$ cat config.mk
export PLATFORM = sky130hd
export DESIGN_NAME = writeback_regfile
export DESIGN_NICKNAME = d
export VERILOG_FILES = /design/src/rtl/writeback_regfile_pkg.sv /design/src/rtl/regfile_bank_15x32.sv /design/src/rtl/writeback_regfile.sv
export SDC_FILE = /design/constraint.sdc
export NUM_CORES = 1
export LEC_CHECK = 0
export BUFFER_PORTS_ARGS = -buffer_cell sky130_fd_sc_hd__buf_2
export CORE_MARGIN = 3
export CORE_UTILIZATION = 35
export CTS_BUF_LIST = sky130_fd_sc_hd__clkbuf_4 sky130_fd_sc_hd__clkbuf_8
export CTS_CLUSTER_DIAMETER = 60
export DETAILED_ROUTE_END_ITERATION = 7
export GPL_TIMING_DRIVEN = 0
export PLACE_DENSITY = 0.55
export SYNTH_ARGS = -nofsm -noshare
export SYNTH_HDL_FRONTEND = slang
export SYNTH_SLANG_ARGS = --single-unit
$ cat constraint.sdc
create_clock -name clk -period 4.9 [get_ports clk]
set_clock_uncertainty 0.15 [all_clocks]
set_input_delay 0.49 -clock clk [delete_from_list [all_inputs] [get_ports clk]]
set_output_delay 0.49 -clock clk [all_outputs]
set_load 0.005 [all_outputs]
$ cat src/rtl/writeback_regfile_pkg.sv
// Shared register-index constants and the writeback destination rule.
// Imported by writeback, decode and hazard logic.
package writeback_regfile_pkg;

    localparam int REG_IDX_W = 4;

    localparam logic [REG_IDX_W-1:0] LR_IDX = 4'd14;
    localparam logic [REG_IDX_W-1:0] PC_IDX = 4'd15;

    localparam int unsigned PC_READ_OFFSET_DEF = 8;

    // Link writebacks always land in R14, whatever rd says.
    function automatic logic [REG_IDX_W-1:0] wb_dest(
        input logic                 link,
        input logic [REG_IDX_W-1:0] rd
    );
        return link ? LR_IDX : rd;
    endfunction

endpackage

$ cat src/rtl/regfile_bank_15x32.sv
// Storage for R0..R14: one synchronous write port, two async read ports.
// Ports: clk, reset, we/waddr/wdata write, raddr_a/b -> rdata_a/b reads.
module regfile_bank_15x32
    import writeback_regfile_pkg::*;
#(
    parameter int DATA_W = 32
) (
    input  logic                 clk,
    input  logic                 reset,
    input  logic                 we,
    input  logic [REG_IDX_W-1:0] waddr,
    input  logic [DATA_W-1:0]    wdata,
    input  logic [REG_IDX_W-1:0] raddr_a,
    input  logic [REG_IDX_W-1:0] raddr_b,
    output logic [DATA_W-1:0]    rdata_a,
    output logic [DATA_W-1:0]    rdata_b
);

    logic [DATA_W-1:0] regs [0:14];

    always_ff @(posedge clk) begin
        if (reset) begin
            for (int i = 0; i < 15; i++) begin
                regs[i] <= '0;
            end
        end else if (we && waddr != PC_IDX) begin
            regs[waddr] <= wdata;
        end
    end

    // Index 15 has no storage; the top substitutes the PC for it.
    assign rdata_a = (raddr_a == PC_IDX) ? '0 : regs[raddr_a];
    assign rdata_b = (raddr_b == PC_IDX) ? '0 : regs[raddr_b];

endmodule

$ cat src/rtl/writeback_regfile.sv
// Writeback stage: commits MEM/WB results, serves decode reads, R15 redirect.
// Ports: wb_* writeback in, pc_in, rn/rm read ports, redirect_*, wb_count.
// Build option: define WB_BYPASS_EN for same-cycle write-to-read forwarding.
module writeback_regfile
    import writeback_regfile_pkg::*;
#(
    parameter int          DATA_W         = 32,
    parameter int unsigned PC_READ_OFFSET = PC_READ_OFFSET_DEF
) (
    input  logic                 clk,
    input  logic                 reset,
    input  logic [DATA_W-1:0]    wb_data_in,
    input  logic [REG_IDX_W-1:0] wb_rd_in,
    input  logic                 wb_link_in,
    input  logic                 wb_en_in,
    input  logic [DATA_W-1:0]    pc_in,
    input  logic [REG_IDX_W-1:0] rn_addr,
    input  logic [REG_IDX_W-1:0] rm_addr,
    output logic [DATA_W-1:0]    rn_data,
    output logic [DATA_W-1:0]    rm_data,
    output logic                 redirect_valid,
    output logic [DATA_W-1:0]    redirect_target,
    output logic [31:0]          wb_count
);

    logic [REG_IDX_W-1:0] dest;
    logic                 pc_write;
    logic                 reg_write;
    logic [DATA_W-1:0]    bank_a;
    logic [DATA_W-1:0]    bank_b;
    logic [DATA_W-1:0]    pc_read;
    logic                 valid;
    logic [DATA_W-1:0]    target;
    logic [31:0]          count;

    assign dest      = wb_dest(wb_link_in, wb_rd_in);
    assign pc_write  = wb_en_in && dest == PC_IDX;
    assign reg_write = wb_en_in && dest != PC_IDX;
    assign pc_read   = pc_in + DATA_W'(PC_READ_OFFSET);

    regfile_bank_15x32 #(
        .DATA_W (DATA_W)
    ) bank (
        .clk     (clk),
        .reset   (reset),
        .we      (reg_write),
        .waddr   (dest),
        .wdata   (wb_data_in),
        .raddr_a (rn_addr),
        .raddr_b (rm_addr),
        .rdata_a (bank_a),
        .rdata_b (bank_b)
    );

    always_comb begin
        rn_data = bank_a;
        rm_data = bank_b;
`ifdef WB_BYPASS_EN
        // reg_write already excludes R15, so the PC path is never bypassed.
        if (reg_write && dest == rn_addr) rn_data = wb_data_in;
        if (reg_write && dest == rm_addr) rm_data = wb_data_in;
`endif
        if (rn_addr == PC_IDX) rn_data = pc_read;
        if (rm_addr == PC_IDX) rm_data = pc_read;
    end

    always_ff @(posedge clk) begin
        if (reset) begin
            valid  <= 1'b0;
            target <= '0;
            count  <= '0;
        end else begin
            valid <= pc_write;
            if (pc_write) target <= wb_data_in;
            if (wb_en_in) count <= count + 32'd1;
        end
    end

    assign redirect_valid  = valid;
    assign redirect_target = target;
    assign wb_count        = count;

endmodule

==> impl_metrics.tcl, run 1 <==
set metrics [dict create \
    clockRootBuffer "clkbuf_8" \
    cp.required_ns 4.26 \
    final_util_pct 41.1 \
    start_kind "input pin" \
    irDropWorstVdd_mv 0.177 \
    drt_wl_total_mm 114 \
    pre_cts_ws_ns -0.0148 \
    htree_levels 3 \
    switching_share_pct 27.0 \
    wl_per_cell_um 30.2 \
    synth_seq_area_share_pct 54.2 \
    grt_pass1_vias 22100 \
    die_width_um 297 \
    die_y_um 297 \
    cpPeakStageDelay_ns 1.24 \
    setup-violations-final 0 \
    mostFrequentLayoutCell "edfxtp_1" \
    final_nets 2649 \
    cp_max_fo 9 \
    clk_pin_slew_ns 0.06 \
    ys_ff_latch 558 \
    internal-power_mw 8.41 \
    crit_path_frequent_cell "buf_2" \
    drv_slew 0 \
    syn_inst 2227 \
    rsz0062_at_grt "no" \
    pwr-share-comb_pct 13.6 \
    ios 209 \
    status "completed" \
    crit_chain "buf_2 > nand3_1 > nor4_4 > xnor2_1 > a221oi_1 > buf_2" \
    dr_total_vias 21800 \
    portBuffers 197 \
    finalCritPeriodShare_pct 99.4 \
    synth_ff_type "edfxtp_1" \
    clockBufferDepth 3 \
    crit_type "in2out" \
    power_density_mw_per_mm2 334 \
    ant_nets 0 \
    hp-class "in2reg" \
    clock_sinks 558 \
    fin_hold_ws_ns 0.0762 \
    synthArstFlopShare_pct 0 \
    place_inst 3572 \
    globalplace.congestion 1.01 \
    cts_tree "done" \
    cts_resized 0 \
    antenna_found_initial 5 \
    clockPowerShare_pct 38.3 \
    end_kind "output pin" \
    netlist-cell-type-count 57 \
    dp_hpwl_mm 81.9 \
    numCtsBuffers 96 \
    coreArea_mm2 0.0840 \
    layout_common_cells "edfxtp_1, and2_1, buf_2" \
    clk_latency_ns 0.71 \
    initialDrtViolationCount 2750 \
    netlist_area_mm2 0.0297 \
    period_minus_slack_ns 4.87 \
    p_leak_nw 12.3 \
    track_usage_pct 25.3 \
    area_delta_synth_final_pct 16.1 \
    switchingPower_mw 3.10 \
    die-area_mm2 0.0885 \
    clock.fmax_ghz 0.205 \
    synth_edf_count 493 \
    arrival_ns 4.23 \
    grt_start_max_net_pins 33 \
    n_fill_cell 7894 \
    syn_area_per_cell_um2 13.3 \
    globalRouteOverflowTotal 0 \
    initial_utilization_pct 35.4 \
    p_seq_share_pct 48.2 \
    grt_pass1_wl_mm 160 \
    maxSlewHeadroom_pct 3.85 \
    hold_violations 0 \
    cp_slowest_cell "nor4_4" \
    firstDrtPassIters 6 \
    rows 106 \
    drc 0 \
    stdcell_count 3784 \
    cap_violations 0 \
    fin_ws_ns 0.0283 \
    via_per_inst 5.77 \
    drive_gt1_share_pct 27.9 \
    worst_slew_pin_slew_ns 1.44 \
    ys_warn_count 0 \
]
[worst paths after layout]
check	depth (start not counted)	start	endpoint	slack, ns
setup / recovery	6	pc_in[12]	rm_data[15]	0.03
hold / removal	4	wb_en_in	wb_count[2]$_SDFFE_PP0P_	0.08
setup reg to reg	5	wb_count[5]$_SDFFE_PP0P_	wb_count[31]$_SDFFE_PP0P_	2.53
hold reg to reg	2	redirect_target[12]$_SDFFE_PP0P_	redirect_target[12]$_SDFFE_PP0P_	0.30
[timing repair]
action / in CTS / in global routing
setup buffers: 0 / 0
hold buffers: 32 / 0
endpoints found under the setup margin: 1 / 0
hold endpoints to repair: 51 / 0
[layer usage]
layer  up-vias  share of wire [%]  GRT usage (%)
met4         2                3.9           9.01
met1     11200                 39           32.6
met3       241                 11           8.33
met5         -             0.0096              0
li1       9029                  -              -
met2      1350                 46           40.0
[logic make-up (layout without fill, tap and decap cells)]
group                    count (synthesis)  in the layout  synth area share [%]
AO/OA/AOI/OAI                          260            260                  5.43
XOR/XNOR                                55             55                  1.62
multiplexers                           323            323                  19.8
flip-flops                             558            558                  54.2
adder cells (fa/ha/maj)                  2              2                0.0842
other                                    1             18                0.0126
AND/OR/NAND/NOR                        799            799                  15.4
buffers and inverters                  229            635                  3.44
[cell type report]
type                    instances  area [um^2]  area share, %
flip-flops and latches        558        16100           46.7
multi-input cells            1452        12700           36.7
clock buffers                 148         1790           5.20
well taps                    1134         1420           4.11
repair buffers                231         1320           3.83
plain buffers                 203          926           2.68
clock inverters                28          174          0.504
inverters                      25         93.8          0.272
diodes                          5         12.5         0.0363
[synthesized netlist by cell type (4+ instances only)]
cell type	instances	area, um^2
a211oi_1	16	120
a21oi_1	105	526
a221oi_1	14	123
and2_1	482	3020
and3_1	8	50.1
and4_1	5	43.8
buf_1	7	26.3
buf_2	49	245
buf_4	11	82.6
clkbuf_1	130	488
clkbuf_8	6	82.6
dfxtp_1	65	1300
edfxtp_1	493	14800
inv_1	25	93.8
mux2_2	76	856
mux2i_1	42	420
mux4_2	203	4570
nand2_1	103	387
nand2b_1	4	25.0
nand3_1	24	120
nand4_1	24	150
nor2_1	86	323
nor2b_1	19	119
nor3_1	8	40.0
nor3b_1	4	30.0
nor4_1	4	25.0
o211ai_1	4	30.0
o21ai_0	42	210
o221ai_1	28	245
o22ai_1	36	225
or2_2	17	106
xnor2_1	15	131
xor2_1	40	350
[power by group through the flow]
stage / clock, mW / sequential (mW) / combinational (mW)
finish: 4.41 / 5.55 / 1.56
global route: 4.63 / 5.57 / 1.62
CTS: 4.44 / 5.55 / 1.54
detailed placement: 0 / 5.64 / 1.51
global placement: 0 / 5.62 / 1.50
floorplan: 0 / 5.59 / 0.856
[critical path: cells and delay by family]
kind / cells / cell delay, ns
compound gates: 1 / 0.99
buf+inv: 2 / 0.41
xor+xnor: 1 / 0.51
simple gates: 2 / 1.82
[state kept, by name (all words and copies together) (netlist names)]
name / cells
redirect_target: 32
wb_count: 32
bank.regs: 493
redirect_valid: 1
[metrics by stage]
stage | instance area (um^2) | total power, mW | TNS (ns)
2_1_floorplan | 29800 | 6.44 | 0
3_3_place_gp | 32200 | 7.13 | -0.0473
3_5_place_dp | 32200 | 7.16 | -0.0148
4_1_cts | 34500 | 11.5 | 0
5_1_grt | 34500 | 11.8 | 0
6_report | 34500 | 11.5 | 0
Note: power is estimated with default switching activity, not from simulation.
==> run 2, diff against run 1 <==
--- a/config.mk
+++ b/config.mk
@@ -15,4 +15,5 @@
 export PLACE_DENSITY = 0.55
 export SYNTH_ARGS = -nofsm -noshare
 export SYNTH_HDL_FRONTEND = slang
+export SYNTH_HIERARCHICAL = 1
 export SYNTH_SLANG_ARGS = --single-unit
==> run 2 against run 1 <==
Largest cell class unchanged. First-iteration DRC count rose by 2.1%. Synthesized cell count rose by 6.2%. Flip-flop and latch count decreased by 13. Design area shrank 1.5%. Clock-buffer cell count down 2. Via count up 2.0%. Highest routed layer unchanged. Worst hold slack worse by 0.045 ns.
==> impl_metrics.tcl, run 2 <==
set metrics [dict create \
    status "completed" \
    cp.required_ns 4.26 \
    globalplace.congestion 0.953 \
    synth-simple-area-share_pct 16.1 \
    fin_tns_setup_ns 0 \
    portBuffers 206 \
    drive_gt1_share_pct 23.7 \
    use_met1_pct 34.2 \
    synthArstFlopShare_pct 0 \
    yosysMostFrequentCell "edfxtp_1" \
    layout_common_cells "edfxtp_1, and2_1, buf_2" \
    wl_per_cell_um 29.4 \
    pre_cts_ws_ns 0.665 \
    rows 105 \
    maxSlewHeadroom_pct 4.28 \
    fin_ws_ns 0.749 \
    final_nets 2779 \
    power_mw 11.4 \
    arrival_ns 3.51 \
    largest_reg_flops 480 \
    ys_top_cells_by_count "edfxtp_1, and2_1, nand2_1, mux2i_1, clkbuf_1" \
    mostFrequentLayoutCell "edfxtp_1" \
    firstDrtPassIters 6 \
    yosysTopAreaCellShare_pct 49.2 \
    numCtsBuffers 97 \
    power_density_mw_per_mm2 336 \
    grt_pass1_wl_mm 158 \
    p_leak_nw 12.6 \
    synthTopCellsByArea "edfxtp_1, mux4_2, and2_1, mux2i_1, dfxtp_1" \
    synth_top_cell_by_area "edfxtp_1" \
    ant_nets 0 \
    grt_pass1_vias 22700 \
    irDropWorstVdd_mv 0.182 \
    globalRouteOverflowTotal 0 \
    clockBufferDepth 3 \
    hold_violations 0 \
    clk_latency_ns 0.70 \
    initial_utilization_pct 35.5 \
    drc 0 \
    synth_top_family_by_area "multiplexers" \
    ys_ff_latch 545 \
    clockRootBuffer "clkbuf_8" \
    clk_pin_slew_ns 0.06 \
    dr_total_vias 22300 \
    stdcell_count 3848 \
    synth_seq_area_share_pct 53.7 \
    netlist_area_mm2 0.0293 \
    met3_usage_pct 6.72 \
    post_cts_buffers 0 \
    cts_resized 0 \
    synth_xor_area_share_pct 1.73 \
    cap_violations 0 \
    cts_tree "done" \
    rsz0062_at_grt "no" \
    synth_edf_count 480 \
    synth_ff_type "edfxtp_1" \
    coreArea_mm2 0.0825 \
    cp_max_fo 10 \
    ys_warn_count 6 \
    synth_nets 2446 \
    die-area_mm2 0.0872 \
    postCtsHoldBufs 28 \
    syn_area_per_cell_um2 12.4 \
    synthAdderAreaFrac_pct 0.0855 \
    clock_sinks 545 \
    end_kind "output pin" \
    fin_hold_ws_ns 0.0311 \
    place_inst 3640 \
    use_met2_pct 39.5 \
    setup-violations-final 0 \
    start_kind "input pin" \
    via_per_inst 5.78 \
    grt.busiest_layer "met2" \
    dp_hpwl_mm 75.8 \
    synth_mux_area_share_pct 16.9 \
    syn_inst 2364 \
    ios 209 \
    clock.fmax_ghz 0.241 \
    period_minus_slack_ns 4.15 \
    die_width_um 295 \
    initialDrtViolationCount 2807 \
    grt_start_max_net_pins 33 \
    die_y_um 295 \
    synth_compound_area_share_pct 7.80 \
    crit_type "in2out" \
    finalCritPeriodShare_pct 84.7 \
    netlist-cell-type-count 54 \
    drv_slew 0 \
    area_delta_synth_final_pct 16.1 \
    worst_slew_pin_slew_ns 1.44 \
    largest_register "bank/regs" \
    antenna_found_initial 9 \
    htree_levels 3 \
    hp-class "in2reg" \
    track_usage_pct 25.6 \
    drt_wl_total_mm 113 \
]
-- run 2: changes by cell type after synthesis, moves of 18 or more --
cell / before / now
mux2i_1: 42 / 161
mux4_2: 203 / 129
a21oi_1: 105 / 33
nand2_1: 103 / 171
a22oi_1: 2 / 61
mux2_2: 76 / 39
nor2_1: 86 / 55
o21ai_0: 42 / 71
o211ai_1: 4 / 31
o22ai_1: 36 / 62
and2_2: 0 / 22
and2_1: 482 / 462
o21ai_1: 0 / 18
-- run 2: power breakdown --
group,internal (mW),total [mW],switching (mW)
sequential,5.29,5.42,0.121
clock,2.56,4.56,2.00
combinational,0.539,1.45,0.912
-- run 2: layout make-up --
class / instances / area (um^2)
Fill cell: 7878 / 48500
Inverter: 37 / 139
Antenna cell: 3 / 7.51
Tap cell: 1070 / 1340
Clock inverter: 31 / 241
Multi-Input combinational cell: 1566 / 12500
Sequential cell: 545 / 15700
Clock buffer: 146 / 1810
Timing Repair Buffer: 234 / 1310
Buffer: 216 / 937
-- run 2: cell families after synthesis --
kind of cell,after synthesis
adder cells (fa/ha/maj),2
flip-flops,545
XOR/XNOR,58
buffers and inverters,253
AND/OR/NAND/NOR,833
multiplexers,329
AO/OA/AOI/OAI,344
-- run 2: final timing paths --
kind / start / depth (start not counted) / end / slack, ns
setup / recovery: rn_addr[1] / 10 / rn_data[28] / 0.75
hold / removal: wb_data_in[1] / 3 / redirect_target[1]$_SDFFE_PP0P_ / 0.03
setup reg to reg: wb_count[0]$_SDFFE_PP0P_ / 7 / wb_count[24]$_SDFFE_PP0P_ / 2.82
hold reg to reg: redirect_target[26]$_SDFFE_PP0P_ / 2 / redirect_target[26]$_SDFFE_PP0P_ / 0.30
-- run 2: metrics by stage --
stage	util, %	instance area, um^2
floorplan	-	29300
global placement	38.4	31600
detailed placement	38.4	31600
CTS	41.2	34000
global route	41.2	34000
finish	41.2	34000
-- run 2: layer usage --
metal,part of all wire [%],vias up,routed length (um)
met5,0.072,-,82
met3,10,287,11600
met4,4.3,2,4880
met1,41,11200,46100
met2,45,1332,50600
li1,-,9464,-
-- run 2: critical path: stages --
cell	delay, ns
buf_2	0.11
buf_2	0.24
buf_4	0.26
and3b_1	0.32
clkbuf_1	0.69
a221oi_1	0.26
o21ai_0	0.74
nand2_1	0.14
o21ai_1	0.12
buf_2	0.13
